File: config.mk
export PLATFORM = sky130hd
export DESIGN_NAME = program_loader
export DESIGN_NICKNAME = d
export VERILOG_FILES = /design/src/rtl/loader_pkg.sv /design/src/rtl/strobe_sync.sv /design/src/rtl/program_loader.sv
export SDC_FILE = /design/constraint.sdc
export NUM_CORES = 1
export LEC_CHECK = 0
export CELL_PAD_IN_SITES_DETAIL_PLACEMENT = 1
export CELL_PAD_IN_SITES_GLOBAL_PLACEMENT = 2
export CORE_MARGIN = 4
export CORE_UTILIZATION = 25
export DETAILED_ROUTE_END_ITERATION = 10
export PLACE_DENSITY = 0.82
export SYNTH_ARGS = -nofsm -noshare
export SYNTH_HDL_FRONTEND = slang
export SYNTH_SLANG_ARGS = --single-unit
File: constraint.sdc
create_clock -name clk -period 1.8 [get_ports clk]
set_input_delay 0.45 -clock clk [delete_from_list [all_inputs] [get_ports clk]]
set_output_delay 0.45 -clock clk [all_outputs]
set_load 0.01 [all_outputs]
File: src/rtl/loader_pkg.sv
// Shared types and constants for the program loader.
package loader_pkg;

  typedef enum logic [2:0] {
    IDLE,
    WAIT_BYTE,
    LOAD_ADDR,
    LOAD_DATA,
    WRITE,
    WAIT_CHK,
    DONE
  } state_t;

  localparam int unsigned RAM_BYTES_DEF = 16;

  // Idle level of the active-low MAR/RAM control strobes.
  localparam logic CTL_IDLE = 1'b1;

  // Idle level of the host byte strobe.
  localparam logic STROBE_IDLE = 1'b0;

endpackage

File: src/rtl/strobe_sync.sv
// Two-flop synchronizer for the asynchronous host strobe, with a one-cycle
// rising-edge pulse taken after the second flop.
module strobe_sync
  import loader_pkg::*;
(
  input  logic clk,
  input  logic rst_n,
  input  logic strobe,
  output logic rise
);

  logic [2:0] sh;

  always_ff @(posedge clk) begin
    if (!rst_n) begin
      sh <= {3{STROBE_IDLE}};
    end else begin
      sh <= {sh[1:0], strobe};
    end
  end

  assign rise = sh[1] & ~sh[2];

endmodule

File: src/rtl/program_loader.sv
// Writes host-supplied bytes into RAM at consecutive addresses while the CPU
// is held. Optional trailing checksum byte enabled by LOADER_CHECKSUM_EN.
module program_loader
  import loader_pkg::*;
#(
  parameter int unsigned RAM_BYTES = RAM_BYTES_DEF,
  parameter int unsigned ADDR_W    = $clog2(RAM_BYTES)
) (
  input  logic              clk,
  input  logic              rst_n,
  input  logic              programming,
  input  logic              strobe,
  input  logic [7:0]        ui_in,
  output logic              ready,
  output logic              done_load,
  output logic              cpu_hold,
  output logic              bus_en,
  output logic [7:0]        bus_out,
  output logic              nLma,
  output logic              nLmd,
  output logic              nLr,
  output logic [ADDR_W-1:0] load_addr,
  output logic              overrun,
  output logic              chk_err
);

  localparam logic [ADDR_W-1:0] LAST_ADDR = ADDR_W'(RAM_BYTES - 1);

  state_t     state, state_nx;
  logic       edge_p;
  logic [7:0] byte_q;
  logic       entering;

  strobe_sync u_sync (
    .clk    (clk),
    .rst_n  (rst_n),
    .strobe (strobe),
    .rise   (edge_p)
  );

  assign entering = (state == IDLE) && programming;

  always_ff @(posedge clk) begin
    if (!rst_n) begin
      state <= IDLE;
    end else begin
      state <= state_nx;
    end
  end

  always_comb begin
    state_nx = state;
    unique case (state)
      IDLE:      if (programming) state_nx = WAIT_BYTE;
      WAIT_BYTE: if (edge_p) state_nx = LOAD_ADDR;
      LOAD_ADDR: state_nx = LOAD_DATA;
      LOAD_DATA: state_nx = WRITE;
      WRITE: begin
        if (load_addr == LAST_ADDR) begin
`ifdef LOADER_CHECKSUM_EN
          state_nx = WAIT_CHK;
`else
          state_nx = DONE;
`endif
        end else begin
          state_nx = WAIT_BYTE;
        end
      end
      WAIT_CHK:  if (edge_p) state_nx = DONE;
      DONE:      state_nx = DONE;
      default:   state_nx = IDLE;
    endcase
    // Abort overrides every transition, including a same-cycle strobe edge.
    if (!programming) state_nx = IDLE;
  end

  always_comb begin
    ready     = (state == WAIT_BYTE) || (state == WAIT_CHK);
    done_load = (state == DONE);
    cpu_hold  = (state != IDLE);
    bus_en    = (state == LOAD_ADDR) || (state == LOAD_DATA);
    nLma      = CTL_IDLE;
    nLmd      = CTL_IDLE;
    nLr       = CTL_IDLE;
    bus_out   = '0;
    unique case (state)
      LOAD_ADDR: begin
        nLma    = ~CTL_IDLE;
        bus_out = 8'(load_addr);
      end
      LOAD_DATA: begin
        nLmd    = ~CTL_IDLE;
        bus_out = byte_q;
      end
      WRITE:     nLr = ~CTL_IDLE;
      default:   ;
    endcase
  end

  always_ff @(posedge clk) begin
    if (!rst_n) begin
      byte_q    <= '0;
      load_addr <= '0;
      overrun   <= 1'b0;
    end else if (entering) begin
      load_addr <= '0;
      overrun   <= 1'b0;
    end else begin
      if (edge_p && (state inside {LOAD_ADDR, LOAD_DATA, WRITE, DONE}))
        overrun <= 1'b1;
      if ((state == WAIT_BYTE) && edge_p && programming)
        byte_q <= ui_in;
      if ((state == WRITE) && programming && (load_addr != LAST_ADDR))
        load_addr <= load_addr + 1'b1;
    end
  end

`ifdef LOADER_CHECKSUM_EN
  logic [7:0] sum_q;
  logic       chk_err_q;

  always_ff @(posedge clk) begin
    if (!rst_n) begin
      sum_q     <= '0;
      chk_err_q <= 1'b0;
    end else if (entering) begin
      sum_q     <= '0;
      chk_err_q <= 1'b0;
    end else if (edge_p && programming) begin
      if (state == WAIT_BYTE) sum_q <= sum_q + ui_in;
      if (state == WAIT_CHK)  chk_err_q <= ((sum_q + ui_in) != 8'h00);
    end
  end

  assign chk_err = chk_err_q;
`else
  assign chk_err = 1'b0;
`endif

endmodule

# Word-level counts from Yosys, hierarchy flattened
# Index checks and enable logic that the tools add are counted.
# totals
reg_bits,19
inputBits,12
out_inout_bits,21
wordCells,43
# classes
add_sub_neg,1
n_eq_ne,10
n_mux,8
n_bitwise,4
n_reduce_logical,15
# ops
cell,n
3-bit case mux with 7 select lines,1
8-bit case mux with 2 select lines,1
"3-bit == test, second input constant",3
3-bit two-way mux,3
"3-bit by 2-bit == test with 1-bit output, second input constant",2
1-bit logical AND,6
2-bit AND reduction,3
"4-bit by 1-bit adder with 4-bit output, second input constant",1
"4-bit == test, second input constant",1
"2-bit inequality test, second input constant",2
"4-bit inequality test, second input constant",1
4-bit nonzero test,1
"3-bit by 1-bit == test with 1-bit output, second input constant",1
3-bit zero test,1
1-bit two-way mux,3
1-bit inverter,3
3-bit nonzero test,1
1-bit logical OR,2
2-bit OR reduction,1
1-bit bitwise AND,1

# Depth between registers and ports, before layout
# logic_depth
word_depth,5
ltp_mapped,5
depth_no_buf,4

# Hierarchy
# Synthesis repeated with hierarchy kept, for this count alone.
# unflattened
hier_cells,114
area_unflattened_um2,1002.2
# by_module_without_submodules
module,instances,cells_each,area_per_inst_um2,seq_area_each_um2
program_loader,1,107,909.6,320.3
strobe_sync,1,7,92.6,60.1

# Least setup slack after synthesis
# OpenSTA, ideal clock, no wires.
# synth_timing
path_kind,flip-flop to output port
start,register state[1]
end,output bus_out[4]
t_arrival_ns,1.005
setup_slack_ns,0.345
stages_incl_launch_ff,5
n_path_buf,1
path_cell_list,dfxtp_1 -> buf_2 -> nand2_1 -> nor2_1 -> and2_1
# synth_between
elab_chain_len,2
# synth_rtl
element,line,source
start: declaration,program_loader.sv:29,"state_t state, state_nx;"
start signal: assignment,program_loader.sv:47,state <= state_nx;
3-bit by 2-bit == test with 1-bit output,program_loader.sv:86,unique case (state)
8-bit case mux with 2 select lines (*),program_loader.sv:86,
end: declaration,program_loader.sv:18,"output logic [7:0] bus_out,"
# Every way passes the cells marked *; elsewhere a longest branch is shown, timed or not.

# Worst setup path in the final report
# layout_timing
start,register load_addr[3]
end,output load_addr[3]
# layout_rtl
element,line,source
start: declaration,program_loader.sv:22,"output logic [ADDR_W-1:0] load_addr,"
start signal: assignment,program_loader.sv:114,load_addr <= load_addr + 1'b1;
# No word-level cell between the ends.

==> report_table.html <==
<table>
<tr><th>Metric</th><th>Value</th></tr>
<tr><th colspan="2">Worst setup path</th></tr>
<tr><td>Worst path max stage delay</td><td>0.53 ns</td></tr>
<tr><td>CP top delay family</td><td>buffers and inverters</td></tr>
<tr><td>Startpoint class of the critical path</td><td>flip-flop</td></tr>
<tr><td>Critical register-to-register path startpoint</td><td>state[1]</td></tr>
<tr><td>Highest-delay cell along the critical path</td><td>clkdlybuf4s50_1</td></tr>
<tr><td>Biggest fanout along the worst timing path</td><td>5</td></tr>
<tr><td>Buffer and inverter count on the worst path</td><td>2</td></tr>
<tr><td>Cell breakdown of the critical path</td><td>buf_4 &gt; clkdlybuf4s50_1</td></tr>
<tr><td>Worst setup path startpoint</td><td>load_addr[3]</td></tr>
<tr><td>Kind of end point of the critical path</td><td>primary output</td></tr>
<tr><td>Worst Path Class, Setup</td><td>flip-flop to primary output</td></tr>
<tr><td>Req. time, crit path</td><td>1.35 ns</td></tr>
<tr><td>Worst path arrival time</td><td>1.31 ns</td></tr>
<tr><th colspan="2">Synthesis</th></tr>
<tr><td>Post-synthesis cell type with the largest combined area</td><td>dfxtp_1</td></tr>
<tr><td>Share of the yosys chip area belonging to registers</td><td>0.381</td></tr>
<tr><td>Average footprint of a synthesized cell</td><td>8.68 sq um</td></tr>
<tr><td>Most area-consuming cells after synthesis</td><td>dfxtp_1 38%, o21ai_0 6.5%, a21boi_0 6.0%</td></tr>
<tr><td>Share of the synthesized area in the top cell type</td><td>0.381</td></tr>
<tr><td>Nets in the synthesized netlist</td><td>128</td></tr>
<tr><td>Gate count after technology mapping</td><td>115</td></tr>
<tr><td>Cell area after synthesis</td><td>998 sq um</td></tr>
<tr><td>Yosys cell types</td><td>31</td></tr>
<tr><td>Number of warning messages in the yosys log</td><td>0</td></tr>
<tr><td>#FFs+latches synth</td><td>19</td></tr>
<tr><th colspan="2">Routing</th></tr>
<tr><td>Remaining routing DRC violations</td><td>0</td></tr>
<tr><td>Post-route ant nets</td><td>0</td></tr>
<tr><td>Wirelength per Cell</td><td>14.2 um</td></tr>
<tr><td>Routed via count divided by cell count</td><td>4.86</td></tr>
<tr><td>Total via count after detailed routing</td><td>1001</td></tr>
<tr><td>Initial detailed-routing violation count</td><td>54</td></tr>
<tr><td>First-pass iteration count of the detailed router</td><td>4</td></tr>
<tr><td>Post-detailed-routing wire length</td><td>2930 um</td></tr>
<tr><th colspan="2">Pwr</th></tr>
<tr><td>Cell internal pwr</td><td>0.641 mW</td></tr>
<tr><td>Net switching share of the total power</td><td>0.243</td></tr>
<tr><td>Combinational cell fraction of total power</td><td>0.124</td></tr>
<tr><td>Leakage power of the design</td><td>0.587 nW</td></tr>
<tr><td>Portion of total power attributed to sequential cells</td><td>0.506</td></tr>
<tr><td>Worst VDD drop</td><td>0.000383 V</td></tr>
<tr><td>Total Power Consumption</td><td>0.847 mW</td></tr>
<tr><td>Part of the total power dissipated in the clock network</td><td>0.370</td></tr>
<tr><td>Pwr Density</td><td>560 nW/um^2</td></tr>
<tr><td>Switching component of the power</td><td>0.206 mW</td></tr>
<tr><th colspan="2">STA</th></tr>
<tr><td>Final hold violation count</td><td>0</td></tr>
<tr><td>Share of the clock period used by the worst path</td><td>0.976</td></tr>
<tr><td>Upper clock frequency limit</td><td>0.569 GHz</td></tr>
<tr><td>Worst setup skew after layout</td><td>0.00233 ns</td></tr>
<tr><td>Accumulated negative setup slack</td><td>0 ns</td></tr>
<tr><td>Setup violation total in the final timing report</td><td>0</td></tr>
<tr><td>Final worst path period need</td><td>1.76 ns</td></tr>
<tr><td>RSZ-0062 raised after global routing</td><td>no</td></tr>
<tr><td>Hold Slack</td><td>0.440 ns</td></tr>
<tr><td>Final count of pins violating max slew</td><td>0</td></tr>
<tr><th colspan="2">Placement</th></tr>
<tr><td>Placed Instance Area</td><td>1430 sq um</td></tr>
<tr><td>Final HPWL from detailed placement</td><td>2210 um</td></tr>
<tr><td>Port Buffer Count</td><td>31</td></tr>
<tr><td>Placer congestion estimate</td><td>0.706</td></tr>
<tr><td>Number of placed instances, taps included</td><td>199</td></tr>
<tr><th colspan="2">Floorplanning</th></tr>
<tr><td>I/O Pins</td><td>33</td></tr>
<tr><td>Starting Density</td><td>0.265</td></tr>
<tr><td>Overall die height</td><td>71.2 um</td></tr>
<tr><td>Core outline area</td><td>3770 sq um</td></tr>
<tr><td>Total die area</td><td>5070 sq um</td></tr>
<tr><td>Width of the die</td><td>71.2 um</td></tr>
<tr><td>Core Rows</td><td>22</td></tr>
<tr><th colspan="2">Clock network</th></tr>
<tr><td>H-Tree Level Count</td><td>1</td></tr>
<tr><td>Root buffer cell</td><td>clkbuf_8</td></tr>
<tr><td>CTS Buffer Depth</td><td>2</td></tr>
<tr><td>TritonCTS clock tree</td><td>done</td></tr>
<tr><td>Clk pin slew, worst setup/hold paths</td><td>0.08 ns</td></tr>
<tr><td>Clk sink count</td><td>19</td></tr>
<tr><td>Clock latency of the later-clocked register in the worst-skew pair</td><td>0.26 ns</td></tr>
<tr><td>TritonCTS Buffers</td><td>3</td></tr>
<tr><th colspan="2">Finish</th></tr>
<tr><td>Register area</td><td>388 sq um</td></tr>
<tr><td>Number of standard cells in the final layout excluding fillers</td><td>206</td></tr>
<tr><td>Nets</td><td>172</td></tr>
<tr><td>Proportion of layout cells with a drive suffix above 1</td><td>0.215</td></tr>
<tr><td>Area of combinational cells with multiple inputs</td><td>576 sq um</td></tr>
<tr><td>Diode count</td><td>0</td></tr>
<tr><td>Filler cell count in the final layout</td><td>449</td></tr>
<tr><td>Post-Layout Inst Area</td><td>1510 sq um</td></tr>
<tr><td>Area overhead of the layout relative to synthesis</td><td>51.4%</td></tr>
<tr><th colspan="2">Global routing</th></tr>
<tr><td>Wire length of the first global-routing pass</td><td>4980 um</td></tr>
<tr><td>Number of antenna violations at the first check in global routing</td><td>0</td></tr>
<tr><td>Vias in the first global route</td><td>1003</td></tr>
<tr><td>All-Layer GR Usage</td><td>0.122</td></tr>
<tr><td>Sum of overflow across all layers after global routing</td><td>0</td></tr>
<tr><td>Largest net degree at the start of global routing</td><td>14</td></tr>
<tr><th colspan="2">Worst hold path</th></tr>
<tr><td>Startpoint of the tightest hold check path</td><td>u_sync.sh[0]</td></tr>
<tr><td>Path type of the worst min-delay path</td><td>flip-flop to flip-flop</td></tr>
<tr><th colspan="2">Run</th></tr>
<tr><td>Total of max-cap violations</td><td>0</td></tr>
<tr><th colspan="2">Outcome</th></tr>
<tr><td>Result of the run</td><td>finished clean</td></tr>
</table>
[flip-flops by register name, summed over array words and instances, names as in the netlist]
| signal | count |
|---|---|
| state | 3 |
| byte_q | 8 |
| overrun | 1 |
| load_addr | 4 |
| u_sync.sh | 3 |
[cell usage after synthesis]
cell	instances
a211oi_1	2
clkbuf_1	2
and3_2	1
buf_4	2
xor2_1	1
nand3b_1	1
nand4bb_4	1
nand4bb_1	1
o41ai_2	1
inv_1	4
o31ai_1	1
buf_2	5
nor3_1	3
and2_1	8
nor2b_1	3
dfxtp_1	19
a21boi_0	8
nand2_1	2
o21ai_0	13
nand3_1	9
or3_1	3
and3b_1	1
a21oi_1	5
o21a_1	1
nand2b_1	4
nor3b_1	1
nor2_1	5
conb_1	1
and4bb_2	2
ha_1	1
mux2i_1	4
[layout by cell type, fill, tap and decap left out, types with 3 or more instances in the layout]
| master | count |
|---|---|
| dfxtp_1 | 17 |
| clkdlybuf4s50_1 | 16 |
| buf_4 | 16 |
| o21ai_0 | 13 |
| dlygate4sd2_1 | 13 |
| nand3_1 | 9 |
| and2_1 | 8 |
| a21boi_0 | 8 |
| a21oi_1 | 5 |
| inv_1 | 4 |
| mux2i_1 | 4 |
| nor2_1 | 4 |
| nand2b_1 | 3 |
| or3_1 | 3 |
| nor3_1 | 3 |
| clkbuf_8 | 3 |
[final cells by class]
| cell class | count | share of cell area |
|---|---|---|
| multi-input combinational | 83 | 0.381 |
| timing repair buffer | 48 | 0.281 |
| sequential | 19 | 0.257 |
| tap | 48 | 0.0397 |
| clock buffer | 3 | 0.0273 |
| inverter | 4 | 0.00993 |
| clock inverter | 1 | 0.00497 |
[kinds of logic (layout without fill, tap and decap cells)]
| group | Yosys count | count (layout) | share of synthesized area |
|---|---|---|---|
| buf+inv | 13 | 56 | 0.0626 |
| other cells | 1 | 1 | 0.00376 |
| fa+ha+maj | 1 | 1 | 0.0125 |
| compound gates | 31 | 31 | 0.197 |
| flops | 19 | 19 | 0.381 |
| simple gates | 45 | 45 | 0.294 |
| mux | 4 | 4 | 0.0401 |
| xor+xnor | 1 | 1 | 0.00877 |
[path summary, 6_finish.rpt]
| check | end | slack (ns) | cells past startpoint |
|---|---|---|---|
| setup / recovery | load_addr[3] | 0.04 | 2 |
| hold / removal | u_sync.sh[1] | 0.44 | 1 |
| setup reg to reg | load_addr[3] | 0.32 | 5 |
| hold reg to reg | u_sync.sh[1] | 0.44 | 1 |
[per-layer routing]
layer	track usage	up-vias	part of all wire
met4	0.0146	0	0.0020
met5	0	-	0
met1	0.159	479	0.46
met2	0.202	32	0.49
li1	-	488	-
met3	0.0384	2	0.053
[timing repair]
item	4_1_cts	5_1_grt
gates resized for setup	30	3
hold buffers	0	0
pin swaps	0	1
setup buffers	1	2
setup endpoints to repair	15	4
[power by group through the flow]
stage	clock (mW)	combinational, mW	sequential [mW]
6_report	0.313	0.105	0.428
5_1_grt	0.334	0.115	0.429
4_1_cts	0.322	0.101	0.428
3_5_place_dp	0	0.101	0.439
3_3_place_gp	0	0.0995	0.439
2_1_floorplan	0	0.0480	0.438
[stage by stage]
step	setup WS (ns)	util
floorplan	0.345	-
global placement	-0.0326	0.378
detailed placement	-0.0661	0.378
CTS	0.00615	0.396
global route	0.00101	0.401
finish	0.0436	0.401
(Power assumes the default switching activity.)
